--- src/rtl/note_highway.sv ---
// Falling-note renderer: scans the frame one pixel per clk, scrolls a ROWS-deep note shift register fed from the chart ROM.
// Optional macro NOTE_HIGHWAY_HITGLOW_EN adds key_down[] so pressed lanes light up their hit line.
module note_highway #(
    parameter int LANES    = 4,
    parameter int ROWS     = 12,
    parameter int ROW_H    = 20,
    parameter int SCR_W    = 320,
    parameter int SCR_H    = 240,
    parameter int LANE_X0  = 125,
    parameter int LANE_W   = 16,
    parameter int LANE_GAP = 2,
    parameter int HIT_Y    = 220,
    parameter int TICK_DIV = 833333,
    parameter int ADDR_W   = 13,
    parameter int SONG_LEN = 4096
) (
    input  logic              clk,
    input  logic              resetn,
    input  logic              pause,
`ifdef NOTE_HIGHWAY_HITGLOW_EN
    input  logic [LANES-1:0]  key_down,
`endif
    output logic              note_req,
    output logic [ADDR_W-1:0] note_addr,
    input  logic              note_valid,
    input  logic [LANES-1:0]  note_data,
    output logic [8:0]        x,
    output logic [7:0]        y,
    output logic [2:0]        colour,
    output logic [LANES-1:0]  hit_lanes,
    output logic              row_shift,
    output logic              song_done
);

    localparam int PITCH = LANE_W + LANE_GAP;
    localparam int DIV_W = (TICK_DIV > 1) ? $clog2(TICK_DIV) : 1;
    localparam int OFF_W = (ROW_H > 1) ? $clog2(ROW_H) : 1;

    typedef enum logic {SCROLL, FETCH} state_e;

    state_e              state_q, state_d;
    logic [DIV_W-1:0]    div_q, div_d;
    logic [OFF_W-1:0]    offset_q, offset_d;
    logic [LANES-1:0]    rows_q [ROWS];
    logic [LANES-1:0]    rows_d [ROWS];
    logic [ADDR_W-1:0]   addr_q, addr_d;
    logic                done_q, done_d;
    logic                row_shift_q, row_shift_d;
    logic [8:0]          x_q, x_d;
    logic [7:0]          y_q, y_d;
    logic [7:0]          yrow_q, yrow_d;
    logic [OFF_W-1:0]    ysub_q, ysub_d;
    logic [2:0]          colour_q, colour_d;
    logic                shift_en;
    logic [LANES-1:0]    shift_data;

    function automatic logic [2:0] lane_colour(input int k);
        case (k % 4)
            0:       return 3'b101;
            1:       return 3'b110;
            2:       return 3'b011;
            default: return 3'b100;
        endcase
    endfunction

    // yrow/ysub track y/ROW_H and y%ROW_H so the row lookup needs no divider.
    always_comb begin
        x_d    = x_q + 9'd1;
        y_d    = y_q;
        yrow_d = yrow_q;
        ysub_d = ysub_q;
        if (x_q == 9'(SCR_W - 1)) begin
            x_d = '0;
            if (y_q == 8'(SCR_H - 1)) begin
                y_d    = '0;
                yrow_d = '0;
                ysub_d = '0;
            end else begin
                y_d = y_q + 8'd1;
                if (ysub_q == OFF_W'(ROW_H - 1)) begin
                    ysub_d = '0;
                    yrow_d = yrow_q + 8'd1;
                end else begin
                    ysub_d = ysub_q + 1'b1;
                end
            end
        end
    end

    // NOTE: every signal driven here gets a default first, so no path can leave it unassigned (no latch).
    always_comb begin
        state_d    = state_q;
        div_d      = div_q;
        offset_d   = offset_q;
        addr_d     = addr_q;
        done_d     = done_q;
        shift_en   = 1'b0;
        shift_data = '0;
        case (state_q)
            SCROLL: begin
                if (!pause) begin
                    if (div_q == DIV_W'(TICK_DIV - 1)) begin
                        div_d = '0;
                        if (offset_q == OFF_W'(ROW_H - 1)) begin
                            offset_d = '0;
                            state_d  = FETCH;
                        end else begin
                            offset_d = offset_q + 1'b1;
                        end
                    end else begin
                        div_d = div_q + 1'b1;
                    end
                end
            end
            FETCH: begin
                if (done_q) begin
                    shift_en = 1'b1;
                    state_d  = SCROLL;
                end else if (note_valid) begin
                    shift_en   = 1'b1;
                    shift_data = note_data;
                    addr_d     = addr_q + 1'b1;
                    done_d     = (addr_d == ADDR_W'(SONG_LEN));
                    state_d    = SCROLL;
                end
            end
            default: state_d = SCROLL;
        endcase
        row_shift_d = shift_en;
        rows_d      = rows_q;
        if (shift_en) begin
            for (int r = ROWS - 1; r > 0; r--) rows_d[r] = rows_q[r-1];
            rows_d[0] = shift_data;
        end
    end

    // Colour for the pixel the scan moves to next, so it registers alongside x/y.
    always_comb begin
        logic             in_lane, border, row_ok;
        logic [LANES-1:0] lane_mask, row_bits;
        logic [2:0]       lane_col, hit_col;
        logic [7:0]       row_idx;
        in_lane   = 1'b0;
        border    = 1'b0;
        lane_mask = '0;
        lane_col  = 3'b111;
        row_ok    = 1'b0;
        row_idx   = '0;
        row_bits  = '0;
        for (int k = 0; k < LANES; k++) begin
            if (int'(x_d) >= LANE_X0 + k * PITCH && int'(x_d) < LANE_X0 + k * PITCH + LANE_W) begin
                in_lane      = 1'b1;
                lane_mask[k] = 1'b1;
                lane_col     = lane_colour(k);
            end
        end
        for (int k = 0; k <= LANES; k++) begin
            if (int'(x_d) >= LANE_X0 + k * PITCH - LANE_GAP && int'(x_d) < LANE_X0 + k * PITCH)
                border = 1'b1;
        end
        if (ysub_d >= offset_q) begin
            row_ok  = 1'b1;
            row_idx = yrow_d;
        end else if (yrow_d != 8'd0) begin
            row_ok  = 1'b1;
            row_idx = yrow_d - 8'd1;
        end
        for (int r = 0; r < ROWS; r++) begin
            if (row_ok && row_idx == 8'(r)) row_bits = rows_q[r];
        end
`ifdef NOTE_HIGHWAY_HITGLOW_EN
        hit_col = (|(key_down & lane_mask)) ? lane_col : 3'b000;
`else
        hit_col = 3'b000;
`endif
        if (in_lane && (y_d == 8'(HIT_Y) || y_d == 8'(HIT_Y + 1)))
            colour_d = hit_col;
        else if (in_lane && |(row_bits & lane_mask))
            colour_d = lane_col;
        else if (border)
            colour_d = 3'b000;
        else
            colour_d = 3'b111;
    end

    // NOTE: state registers use non-blocking assignments only; the note rows are reset too, since a reset must clear the screen.
    always_ff @(posedge clk) begin
        if (!resetn) begin
            state_q     <= SCROLL;
            div_q       <= '0;
            offset_q    <= '0;
            rows_q      <= '{default: '0};
            addr_q      <= '0;
            done_q      <= 1'b0;
            row_shift_q <= 1'b0;
            x_q         <= '0;
            y_q         <= '0;
            yrow_q      <= '0;
            ysub_q      <= '0;
            colour_q    <= '0;
        end else begin
            state_q     <= state_d;
            div_q       <= div_d;
            offset_q    <= offset_d;
            rows_q      <= rows_d;
            addr_q      <= addr_d;
            done_q      <= done_d;
            row_shift_q <= row_shift_d;
            x_q         <= x_d;
            y_q         <= y_d;
            yrow_q      <= yrow_d;
            ysub_q      <= ysub_d;
            colour_q    <= colour_d;
        end
    end

    assign note_req  = (state_q == FETCH) && !done_q;
    assign note_addr = addr_q;
    assign x         = x_q;
    assign y         = y_q;
    assign colour    = colour_q;
    assign hit_lanes = rows_q[ROWS-1];
    assign row_shift = row_shift_q;
    assign song_done = done_q;

endmodule
--- config.mk ---
export PLATFORM = sky130hd
export DESIGN_NAME = note_highway
export DESIGN_NICKNAME = d
export VERILOG_FILES = /design/src/rtl/note_highway.sv
export SDC_FILE = /design/constraint.sdc
export NUM_CORES = 1
export LEC_CHECK = 0
export ABC_AREA = 0
export CAP_MARGIN = 20
export CORE_ASPECT_RATIO = 0.5
export CORE_MARGIN = 2
export CORE_UTILIZATION = 46
export CTS_BUF_LIST = sky130_fd_sc_hd__clkbuf_4 sky130_fd_sc_hd__clkbuf_8
export CTS_CLUSTER_SIZE = 8
export DETAILED_ROUTE_END_ITERATION = 10
export DONT_BUFFER_PORTS = 1
export PLACE_DENSITY_LB_ADDON = 0.08
export SLEW_MARGIN = 30
export SYNTH_ARGS = -nofsm -noshare
export SYNTH_HDL_FRONTEND = slang
export SYNTH_SLANG_ARGS = --single-unit
export TNS_END_PERCENT = 5
--- constraint.sdc ---
create_clock -name clk -period 7.26 [get_ports clk]
set_input_delay 1.089 -clock clk [delete_from_list [all_inputs] [get_ports clk]]
set_output_delay 1.089 -clock clk [all_outputs]
set_load 0.05 [all_outputs]
# ---- Word-level counts from Yosys, hierarchy flattened
# Cells that the tools add are included.
dict set report op_classes {
  n_addsub 8
  magnitude_cmp 19
  eq_ne 19
  n_mux 59
  bitwise_logic 5
  n_reduce_logical 33
}
# operator count
set ops {}
lappend ops {{$lt 9x8->1 const B} 8}
lappend ops {{$ge 9x8->1 const B} 7}
lappend ops {{$mux 4} 15}
lappend ops {{$mux 8} 7}
lappend ops {{$eq 8x3->1 const B} 4}
lappend ops {{$eq 8x4->1 const B} 4}
lappend ops {{$eq 8x8->1 const B} 3}
lappend ops {{$logic_and 1x1->1} 24}
lappend ops {{$mux 1} 24}
lappend ops {{$add 20x1->20 const B} 1}
lappend ops {{$eq 20x20->1 const B} 1}
lappend ops {{$mux 20} 1}
lappend ops {{$mux 5} 4}
lappend ops {{$ge 9x7->1 const B} 2}
lappend ops {{$add 8x1->8 const B} 2}
lappend ops {{$eq 8x2->1 const B} 2}
lappend ops {{$mux 3} 5}
lappend ops {{$add 13x1->13 const B} 1}
lappend ops {{$eq 13x13->1 const B} 1}
lappend ops {{$add 5x1->5 const B} 2}
lappend ops {{$eq 5x5->1 const B} 2}
lappend ops {{$add 9x1->9 const B} 1}
lappend ops {{$eq 9x9->1 const B} 1}
lappend ops {{$lt 9x7->1 const B} 1}
lappend ops {{16 further kinds} 20}
dict set report totals {
  register_bits 122
  inputBits 8
  out_inout_bits 40
  wordCells 166
}

# ---- Logic depth before layout (Yosys ltp)
# Gate-level depths: netlist of run 1.
dict set report logic_depth {
  word_depth 25
  depth_mapped 23
  mapped_depth_nobuf 19
}

# ---- Least setup slack after synthesis of run 1
# OpenSTA, ideal clock, no wires.
dict set report synth_timing {
  path_kind {flip-flop to flip-flop}
  from {register x_q[0], in the netlist x[0]}
  to {register colour_q[0], in the netlist colour[0]}
  setup_ns 0.116
  t_arrival_ns 5.345
  required_ns 7.144
  slack_ns 1.800
  stages_incl_launch_ff 21
  path_buffers 2
  synth_period_minus_slack_ns 5.460
  cell_sequence {dfxtp_1 ha_1 and4bb_2 nand2_1 clkbuf_1 buf_2 nor2_1 nand2_1 o21ai_0 ha_1 a21o_1 a31oi_1 o211ai_1 or4_1 a211o_1 a221o_1 or4_1 o311a_1 a211oi_2 nor4_1 a31o_1}
}
dict set report synth_between {
  word_cells_on_any_way 101
  cone_classes {add/sub: 2; order compare: 19; eq/ne: 14; mux: 37; bitwise: 1; reduce/logical: 28}
}
# item line_no
set synth_rtl {}
lappend synth_rtl {{start: declaration} 49} ;# logic [8:0] x_q, x_d;
lappend synth_rtl {{start signal: assignment} 196} ;# x_q <= '0;
lappend synth_rtl {{start signal: assignment} 209} ;# x_q <= x_d;
lappend synth_rtl {{$eq 9x9->1 (*)} 72} ;# if (x_q == 9'(SCR_W - 1)) begin
lappend synth_rtl {{$mux 5 (*)} 72}
lappend synth_rtl {{named net ysub_d[2]} 52} ;# logic [OFF_W-1:0] ysub_q, ysub_d;
lappend synth_rtl {{$ge 5x5->1 (*)} 161} ;# if (ysub_d >= offset_q) begin
lappend synth_rtl {{$mux 8} 161}
lappend synth_rtl {{$logic_not 8->1} 169} ;# if (row_ok && row_idx == 8'(r)) row_bits = rows_q[r];
lappend synth_rtl {{$logic_and 1x1->1} 169}
lappend synth_rtl {{$mux 4 (11 in series)} 169}
lappend synth_rtl {{$mux 4 (*)} 169}
lappend synth_rtl {{$and 4x4->4 (*)} 178} ;# else if (in_lane && |(row_bits & lane_mask))
lappend synth_rtl {{$reduce_or 4->1 (*)} 178}
lappend synth_rtl {{$logic_and 1x1->1 (*)} 178}
lappend synth_rtl {{$mux 3 (*)} 178}
lappend synth_rtl {{end signal: assignment} 213} ;# colour_q <= colour_d;
lappend synth_rtl {{end: declaration} 53} ;# logic [2:0] colour_q, colour_d;
# The timed path passes the listed nets; every way through them passes the cells marked *.
# A chain may end at the register's enable or synchronous reset.

# ---- Final worst setup path of run 1
dict set report layout_timing {
  from {register x_q[0], in the netlist x[0]}
  to {register colour_q[1], in the netlist colour[1]}
}
# The elaborated chain is that of the path after synthesis.

==> results of run 1 <==
==> synthesized netlist by cell type (all sizes together) (5+ instances only) <==
master	n	area share [%]
a22oi	10	1.0
and3	17	1.5
o21a	7	0.73
and2	36	3.1
nand2	154	8.0
nand3	32	2.2
inv	24	1.2
clkbuf	38	2.0
nand4	23	2.2
nor2b	18	1.6
or4	5	0.52
o211ai	7	0.73
xor2	22	2.7
a21o	10	1.0
a211oi	7	0.80
o22ai	9	0.78
buf	11	0.85
ha	18	3.1
a21boi	53	5.5
xnor2	27	3.3
nor4	10	1.2
a21oi	26	1.8
o21ai	43	3.0
dfxtp	122	34
or2	5	0.43
o221ai	7	0.85
a31oi	10	0.87
and4	5	0.61
nor2	49	2.5
nand2b	11	0.95
nor3	20	1.5
or3	9	0.78
==> per-stage QoR <==
| step | hold slack (ns) | instances | worst slack (ns) | util [%] |
|---|---|---|---|---|
| after detailed placement | 0.475 | 1076 | 1.11 | 47.9 |
| after global routing | 0.503 | 1107 | 0.435 | 50.6 |
| final | 0.478 | 1107 | 1.00 | 50.6 |
| after CTS | 0.487 | 1107 | 1.06 | 50.6 |
| after floorplan | 0.449 | 912 | 1.80 | - |
| after global placement | 0.466 | 1076 | 1.26 | 47.8 |
==> flip-flops by register name (all words and copies together), names as in the netlist <==
name	flops
colour	3
song_done	1
y	8
yrow_q	8
rows_q	44
ysub_q	5
state_q	1
row_shift	1
x	9
div_q	20
note_addr	13
offset_q	5
hit_lanes	4
==> layout make-up <==
type,count,area share (%)
inverters,24,1.16
well taps,204,3.28
clock buffers,17,3.01
clock inverters,14,2.40
repair buffers,9,0.869
flip-flops and latches,122,31.4
multi-input cells,717,57.9
==> layer usage <==
layer	global-route usage (%)	wire, um	part of all wire, %	vias to the layer above
met5	0	0	0	-
met4	7.05	267	1.5	0
met3	5.39	1140	6.3	28
met2	33.3	7620	42	225
met1	31.3	9130	50	3077
li1	-	-	-	3236
==> placed cells by master (no fill, tap or decap), drive strengths merged, types with 7 or more instances in the layout <==
| cell | n |
|---|---|
| nand2 | 154 |
| dfxtp | 122 |
| a21boi | 53 |
| nor2 | 49 |
| o21ai | 43 |
| and2 | 36 |
| nand3 | 32 |
| inv | 29 |
| xnor2 | 27 |
| a21oi | 26 |
| nand4 | 23 |
| xor2 | 22 |
| nor3 | 20 |
| ha | 18 |
| nor2b | 18 |
| and3 | 17 |
| clkbuf | 17 |
| nand2b | 11 |
| a22oi | 10 |
| a31oi | 10 |
| a21o | 10 |
| nor4 | 10 |
| or3 | 9 |
| o22ai | 9 |
| buf | 9 |
| o21a | 7 |
| o211ai | 7 |
| o221ai | 7 |
| a211oi | 7 |
==> final timing paths <==
check                    end  slack [ns]
setup / recovery   colour[1]        1.00
hold / removal    rows_q[37]        0.48
setup reg to reg   colour[1]        1.00
hold reg to reg   rows_q[37]        0.48
==> worst reg2reg max path, cell delays in order, from the launching register on <==
cell	delay, ns
dfxtp_1	0.75
ha_1	0.59
and4bb_2	0.37
nand2_1	0.07
buf_4	0.22
nor2_1	0.18
nand2_1	0.10
o21ai_0	0.25
ha_1	0.30
a21o_1	0.16
a31oi_1	0.34
o211ai_1	0.25
or4_1	0.45
a211o_1	0.32
a221oi_1	0.56
nand2_1	0.21
o311a_1	0.40
a211oi_2	0.31
nor4_1	0.12
a31o_1	0.20
==> logic make-up after synthesis <==
logic type | Yosys count
and+or+nand+nor | 413
AOI/OAI and AO/OA | 231
DFF | 122
buffers and inverters | 73
xor gates and xnor gates | 49
adders and majority gates | 18
muxes | 6
==> power by group through the flow <==
| stage | Combinational, mW | Clock, mW | Sequential (mW) |
|---|---|---|---|
| 2_1_floorplan | 0.0325 | 0 | 0.699 |
| 3_3_place_gp | 0.0397 | 0 | 0.695 |
| 3_5_place_dp | 0.0400 | 0 | 0.695 |
| 4_1_cts | 0.0402 | 0.677 | 0.679 |
| 5_1_grt | 0.0445 | 0.704 | 0.680 |
| 6_report | 0.0402 | 0.659 | 0.679 |
==> impl_metrics.ini, run 1 <==
[global_route]
grt_pass1_vias = 5873
grt-ovfl-total = 0
grt_pass1_wl_mm = 30.2
antenna_found_initial = 0
grt_usage_pct = 22.2
grt_max_degree = 92

[timing]
setup-tns-final_ns = 0
setup_viol = 0
max-slew-margin-rel_pct = 35.3
max_freq_ghz = 0.160
rsz0062_at_grt = no
fin_skew_ns = 0.0133
drv_slew = 0
worst_pin_slew_ns = 0.964
hold_viol_final = 0
period_needed_ns = 6.26
finalCritPeriodShare_pct = 86.2

[critical_path]
required_ns = 7.60
crit_top_cell = nand2_1
critPathMaxFanout = 22
path_depth = 19
worstSetupEndpointType = register
crit_arrival_ns = 6.59
cp_top_family = compound AO/OA/AOI/OAI gates
crit_chain = ha_1, and4bb_2, nand2_1, buf_4, nor2_1, nand2_1, o21ai_0, ha_1, a21o_1, a31oi_1, o211ai_1, or4_1, a211o_1, a221oi_1, nand2_1, o311a_1, a211oi_2, nor4_1, a31o_1
crit_slowest_cell = dfxtp_1
crit_type = reg2reg
crit_buf_inv = 1
start_kind = register
critPathMaxStageDelay_ns = 0.75
worstRegToRegCells = 19
critical_path.startpoint = x[0]
r2r_start = x[0]

[floorplanning]
io_pins = 48
die_y_um = 92.6
dieArea_um2 = 16800
die_w_um = 181
start_util_pct = 47.0
rows = 32
core_um2 = 15400

[yosys]
yosysUniqueCellTypes = 76
netlist_instances = 912
synth_compound_area_share_pct = 22.3
synth-edff-count = 0
yosys.area_share.adder_pct = 3.12
synth_nets = 938
synth_seq_cells = 122
async_flop_share_pct = 0
synth_area_per_cell_um2 = 7.92
synth_top_family_by_area = simple AND/OR/NAND/NOR gates
yosys_warnings = 0
synth_simple_gate_area_share_pct = 29.9
synthXorXnorAreaFrac_pct = 5.94
synthFlopType = dfxtp_1
syn_area_um2 = 7230
yosysSeqAreaShare_pct = 33.8
synthMuxAreaShare_pct = 0.883

[place]
finalWeightedCongestion = 0.929
dp_hpwl_mm = 12.8
place_area_um2 = 7360
numPortBuffers = 0

[route]
firstDrtPassIters = 6
drt-total-wl_mm = 18.2
avgViaCountPerCell = 5.93
drc = 0
drtIter0Drc = 485
ant_nets = 0
vias = 6566
avgRoutedWirePerCell_um = 16.4

[power]
power_frac_comb_pct = 2.9
p_sw_mw = 0.346
power.internal_mw = 1.03
p_leak_nw = 2.71
p_total_mw = 1.38
powerDensity_nw_per_um2 = 177
sequentialPowerShare_pct = 49.3
vdd_drop_max_v = 0.000119
p_clk_share_pct = 47.8
power.share.switching_pct = 25.1

[finish]
multi_input_area_um2 = 4500
num-fill-cells = 1563
n_antenna_cell = 0
drive_gt1_share_pct = 6.87
regArea_um2 = 2440
final_cell_area_um2 = 7780
areaGrowthSynthToFinish_pct = 7.65
final_nets = 917

[run]
max_cap_violations = 0

[clock_network]
cts_resized = 0
cts-root-buf = clkbuf_8
clkTransAtPathRegs_ns = 0.08
htreeDepth = 4
cts_setup_buffers = 0
cts_tree = done
clock_latency_ns = 0.45
postCtsHoldBufs = 0
cts_inserted_buffers = 17
cts_sinks = 122
clock_path_buffers = 2

[min_path]
worstHoldStart = rows_q[41]
hold_class = reg2reg
hold_depth = 2

[status]
status = finished, final reports clean
Power figures use the tool's default switching activity.
==> run 2: changes to the inputs <==
--- a/config.mk
+++ b/config.mk
@@ -5,7 +5,7 @@
 export SDC_FILE = /design/constraint.sdc
 export NUM_CORES = 1
 export LEC_CHECK = 0
-export ABC_AREA = 0
+export ABC_AREA = 1
 export CAP_MARGIN = 20
 export CORE_ASPECT_RATIO = 0.5
 export CORE_MARGIN = 2
@@ -14,6 +14,8 @@
 export CTS_CLUSTER_SIZE = 8
 export DETAILED_ROUTE_END_ITERATION = 10
 export DONT_BUFFER_PORTS = 1
+export HOLD_SLACK_MARGIN = 0.08
+export MAX_ROUTING_LAYER = met4
 export PLACE_DENSITY_LB_ADDON = 0.08
 export SLEW_MARGIN = 30
 export SYNTH_ARGS = -nofsm -noshare
==> impl_metrics.ini, run 2 <==
[power]
vdd_drop_max_v = 0.000134
powerDensity_nw_per_um2 = 186
p_leak_nw = 3.31

[yosys]
synthMuxAreaShare_pct = 0
yosys.area_share.adder_pct = 3.19
synth_top_family_by_area = simple AND/OR/NAND/NOR gates
synth-edff-count = 0
synthXorXnorAreaFrac_pct = 2.34
synth_area_leaders = dfxtp_1 (35%), nor2_1 (9.8%), nand2_1 (9.3%)
yosysUniqueCellTypes = 50
syn_area_um2 = 7060
yosysSeqAreaShare_pct = 34.6
synth_top_area_cell = dfxtp_1
synth_simple_gate_area_share_pct = 35.6
synth_compound_area_share_pct = 13.6
synth_seq_cells = 122
yosys_warnings = 0
netlist_instances = 1064
synthFlopType = dfxtp_1
async_flop_share_pct = 0
synth_area_per_cell_um2 = 6.64
synthTopCellsByCount = nor2_1 (184), nand2_1 (175), inv_1 (137)
synth_nets = 1090
synth.most_common_cell = nor2_1
synth_top_area_share_pct = 34.6

[global_route]
grt_pass1_wl_mm = 29.2
grt_pass1_vias = 6174
grt_max_degree = 55
antenna_found_initial = 0
grt-ovfl-total = 0
grt_usage_pct = 22.8

[critical_path]
critPathMaxFanout = 17
start_kind = register
crit_top_cell = nand2_1
worstSetupEndpointType = register
required_ns = 7.63
crit_type = reg2reg
crit_slowest_cell = dfxtp_1
crit_arrival_ns = 5.61
r2r_slack_ns = 2.02
crit_buf_inv = 4
cp_top_family = simple AND/OR/NAND/NOR gates
critPathMaxStageDelay_ns = 0.71

[clock_network]
clock_path_buffers = 2
cts-root-buf = clkbuf_8
postCtsHoldBufs = 0
clkTransAtPathRegs_ns = 0.08
clock_latency_ns = 0.45
cts_tree = done
cts_sinks = 122
htreeDepth = 4
cts_inserted_buffers = 17
cts_setup_buffers = 0
cts_resized = 0

[finish]
final_nets = 1080
instances_no_fill = 1265
regMostFlops = rows_q
areaGrowthSynthToFinish_pct = 8.03
drive_gt1_share_pct = 10.0
largest_reg_flops = 44
final_cell_mix = nor2_1 (184), nand2_1 (175), inv_1 (137)
n_antenna_cell = 0
final_common_cell = nor2_1

[floorplanning]
dieArea_um2 = 16400
start_util_pct = 47.9
core_um2 = 14700
die_w_um = 179
io_pins = 48
die_y_um = 91.6
rows = 31

[place]
placed_cells = 1233
place_ws_ns = 2.06
numPortBuffers = 0
finalWeightedCongestion = 0.868
dp_hpwl_mm = 12.5

[timing]
fin_skew_ns = 0.0135
hold_viol_final = 0
max_freq_ghz = 0.191
setup_ws_ns = 2.02
setup-tns-final_ns = 0
fin_hold_ws_ns = 0.465
period_needed_ns = 5.24
worst_pin_slew_ns = 0.943
setup_viol = 0
drv_slew = 0
rsz0062_at_grt = no
max-slew-margin-rel_pct = 36.9
finalCritPeriodShare_pct = 72.2

[route]
vias = 6564
firstDrtPassIters = 5
drc = 0
drtIter0Drc = 397
avgRoutedWirePerCell_um = 13.6
avgViaCountPerCell = 5.19
ant_nets = 0
drt-total-wl_mm = 17.2

[run]
max_cap_violations = 0

[status]
status = finished, final reports clean

[min_path]
hold_class = reg2reg
run 2: cell types whose count changed in the layout (fill, tap and decap cells not counted), moves of 27 or more:
cell      before  now
a21boi_0      53    0
a21oi_1       26   62
and2_1        36    0
inv_1         24  137
nand3_1       32   64
nor2_1        49  184
o21ai_0       39   77
xnor2_1       27    0
run 2: final cells by class:
| class | count | area [um^2] |
|---|---|---|
| Clock buffer | 18 | 241 |
| Clock inverter | 14 | 210 |
| Fill cell | 1512 | 7110 |
| Inverter | 158 | 596 |
| Multi-Input combinational cell | 752 | 3870 |
| Sequential cell | 122 | 2440 |
| Tap cell | 198 | 248 |
| Timing Repair Buffer | 3 | 22.5 |
run 2: through the flow:
stage          utilization (%)  total power [mW]  area [um^2]
3_5_place_dp              48.7             0.733         7180
3_3_place_gp              48.7             0.732         7180
6_report                  51.7              1.42         7630
4_1_cts                   51.7              1.43         7630
2_1_floorplan                -             0.726         7060
5_1_grt                   51.7              1.47         7630
run 2: worst min-delay path, cell delays in order (launching register included):
cell      delay [ns]
dfxtp_1         0.31
inv_1           0.05
a211oi_1        0.06
run 2: kinds of logic after synthesis:
| kind of cell | count (synthesis) |
|---|---|
| adders and majority gates | 18 |
| and+or+nand+nor | 542 |
| xor gates and xnor gates | 18 |
| AOI/OAI and AO/OA | 174 |
| DFF | 122 |
| buffers and inverters | 190 |
run 2: worst paths after layout:
kind / end / depth (start not counted) / from
hold / removal: div_q[5] / 2 / div_q[5]
setup reg to reg: colour[2] / 31 / x[0]
setup / recovery: colour[2] / 31 / x[0]
hold reg to reg: div_q[5] / 2 / div_q[5]
run 2: metal layers:
metal	vias to the layer above	track usage [%]	wire (um)
met5	-	-	0
met4	0	5.31	127
met3	13	5.90	1030
met2	156	33.9	7170
met1	2969	30.9	8880
li1	3426	-	-
run 2: report_power, final:
part	internal (mW)	switching (mW)	total, mW
Sequential	0.672	0.0113	0.683
Combinational	0.00879	0.0254	0.0342
Clock	0.388	0.313	0.701
==> run 3: changes to the inputs <==
==> constraint.sdc (replaced) <==
create_clock -name clk -period 4.7 [get_ports clk]
set_input_delay 0.705 -clock clk [delete_from_list [all_inputs] [get_ports clk]]
set_output_delay 0.705 -clock clk [all_outputs]
set_load 0.05 [all_outputs]
==> impl_metrics.ini, run 3 (synthesis gave the netlist of run 2 again) <==
[floorplanning]
io_pins = 48
rows = 31
start_util_pct = 47.9
core_um2 = 14700
dieArea_um2 = 16400
die_w_um = 179
die_y_um = 91.6

[route]
avgRoutedWirePerCell_um = 13.2
vias = 6631
firstDrtPassIters = 5
drt-total-wl_mm = 17.0
avgViaCountPerCell = 5.15
drc = 0
drtIter0Drc = 341
ant_nets = 0

[finish]
final_cell_mix = nor2_1 (182), nand2_1 (175), inv_1 (137)
regMostFlops = rows_q
areaGrowthSynthToFinish_pct = 10.4
drive_gt1_share_pct = 12.2
largest_reg_flops = 44
num-fill-cells = 1478
n_antenna_cell = 0
final_nets = 1102
final_common_cell = nor2_1

[place]
finalWeightedCongestion = 0.910
numPortBuffers = 0
dp_hpwl_mm = 12.6
place_ws_ns = 0.275

[critical_path]
worstSetupEndpointType = register
crit_buf_inv = 5
crit_arrival_ns = 4.61
crit_top_cell = nand2_1
worstRegToRegCells = 32
critPathMaxStageDelay_ns = 0.34
start_kind = register
required_ns = 5.06
critPathMaxFanout = 5
critical_path.startpoint = x[0]
crit_type = reg2reg
crit_slowest_cell = dfxtp_1
path_depth = 32
r2r_start = x[0]
r2r_slack_ns = 0.45
endpoint = colour[1]
worst_r2r_endpoint = colour[1]
cp_top_family = simple AND/OR/NAND/NOR gates

[timing]
setup_viol = 0
hold_viol_final = 0
max_freq_ghz = 0.236
fin_skew_ns = 0.0159
worst_pin_slew_ns = 0.872
finalCritPeriodShare_pct = 90.3
max-slew-margin-rel_pct = 41.7
period_needed_ns = 4.25
drv_slew = 0
setup_ws_ns = 0.454

[clock_network]
clock_latency_ns = 0.44
clock_path_buffers = 2
htreeDepth = 4
cts_sinks = 122
cts_tree = done
cts-root-buf = clkbuf_8
cts_inserted_buffers = 17
postCtsHoldBufs = 0
clkTransAtPathRegs_ns = 0.08

[status]
status = finished, final reports clean

[run]
max_cap_violations = 0

[min_path]
hold_class = in2reg

[global_route]
antenna_found_initial = 0
grt_max_degree = 55
grt_pass1_vias = 6318
grt-ovfl-total = 0
grt_usage_pct = 22.3
grt_pass1_wl_mm = 29.2

[power]
vdd_drop_max_v = 0.000160
powerDensity_nw_per_um2 = 275
p_total_mw = 2.15
p_leak_nw = 3.42
[run 3: cell types whose count changed in the layout (fill, tap and decap cells not counted), sizes merged]
cell    previous run  this run
bufinv             4         3
inv              159       161
clkbuf            18        17
buf                3        25
[run 3: area by class of cell]
cell class	instances	area [um^2]	share of cell area, %
Clock buffer	17	234	3.00
Timing Repair Buffer	25	188	2.41
Multi-Input combinational cell	752	3890	49.9
Tap cell	198	248	3.18
Sequential cell	122	2440	31.3
Clock inverter	15	200	2.57
Inverter	158	596	7.64
[run 3: timing repair]
action,4_1_cts,5_1_grt
buffers inserted,0,3
gates resized for setup,0,5
endpoints found under the setup margin,0,3
endpoints found under the hold margin,0,0
[run 3: worst min path at each step]
stage | slack, ns | start | depth (start not counted) | end
detailed placement | 0.45 | div_q[5] | 2 | div_q[5]
global placement | 0.44 | div_q[5] | 2 | div_q[5]
finish | 0.39 | resetn | 2 | x[1]
global route | 0.38 | resetn | 2 | x[1]
CTS | 0.37 | resetn | 2 | x[1]
floorplan | 0.43 | div_q[5] | 2 | div_q[5]
[run 3: report_power, final]
part / internal, mW / switching, mW
combinational: 0.0160 / 0.0484
sequential: 1.04 / 0.00790
clock: 0.545 / 0.492
[run 3: through the flow]
stage               hold slack [ns]  utilization, %  instances  setup TNS [ns]  instance area, um^2
global placement              0.445            49.7       1252               0                 7320
floorplan                     0.434               -       1064               0                 7060
finish                        0.386            52.9       1287               0                 7800
CTS                           0.373            52.6       1284               0                 7750
detailed placement            0.451            49.7       1252               0                 7320
global route                  0.383            52.9       1287         -0.0216                 7800
[run 3: routing by layer]
| layer | wire, um | part of all wire [%] | track usage (%) |
|---|---|---|---|
| met5 | 0 | 0 | - |
| met4 | 193 | 1.1 | 5.65 |
| met3 | 952 | 5.6 | 5.36 |
| met2 | 7000 | 41 | 33.2 |
| met1 | 8880 | 52 | 30.4 |
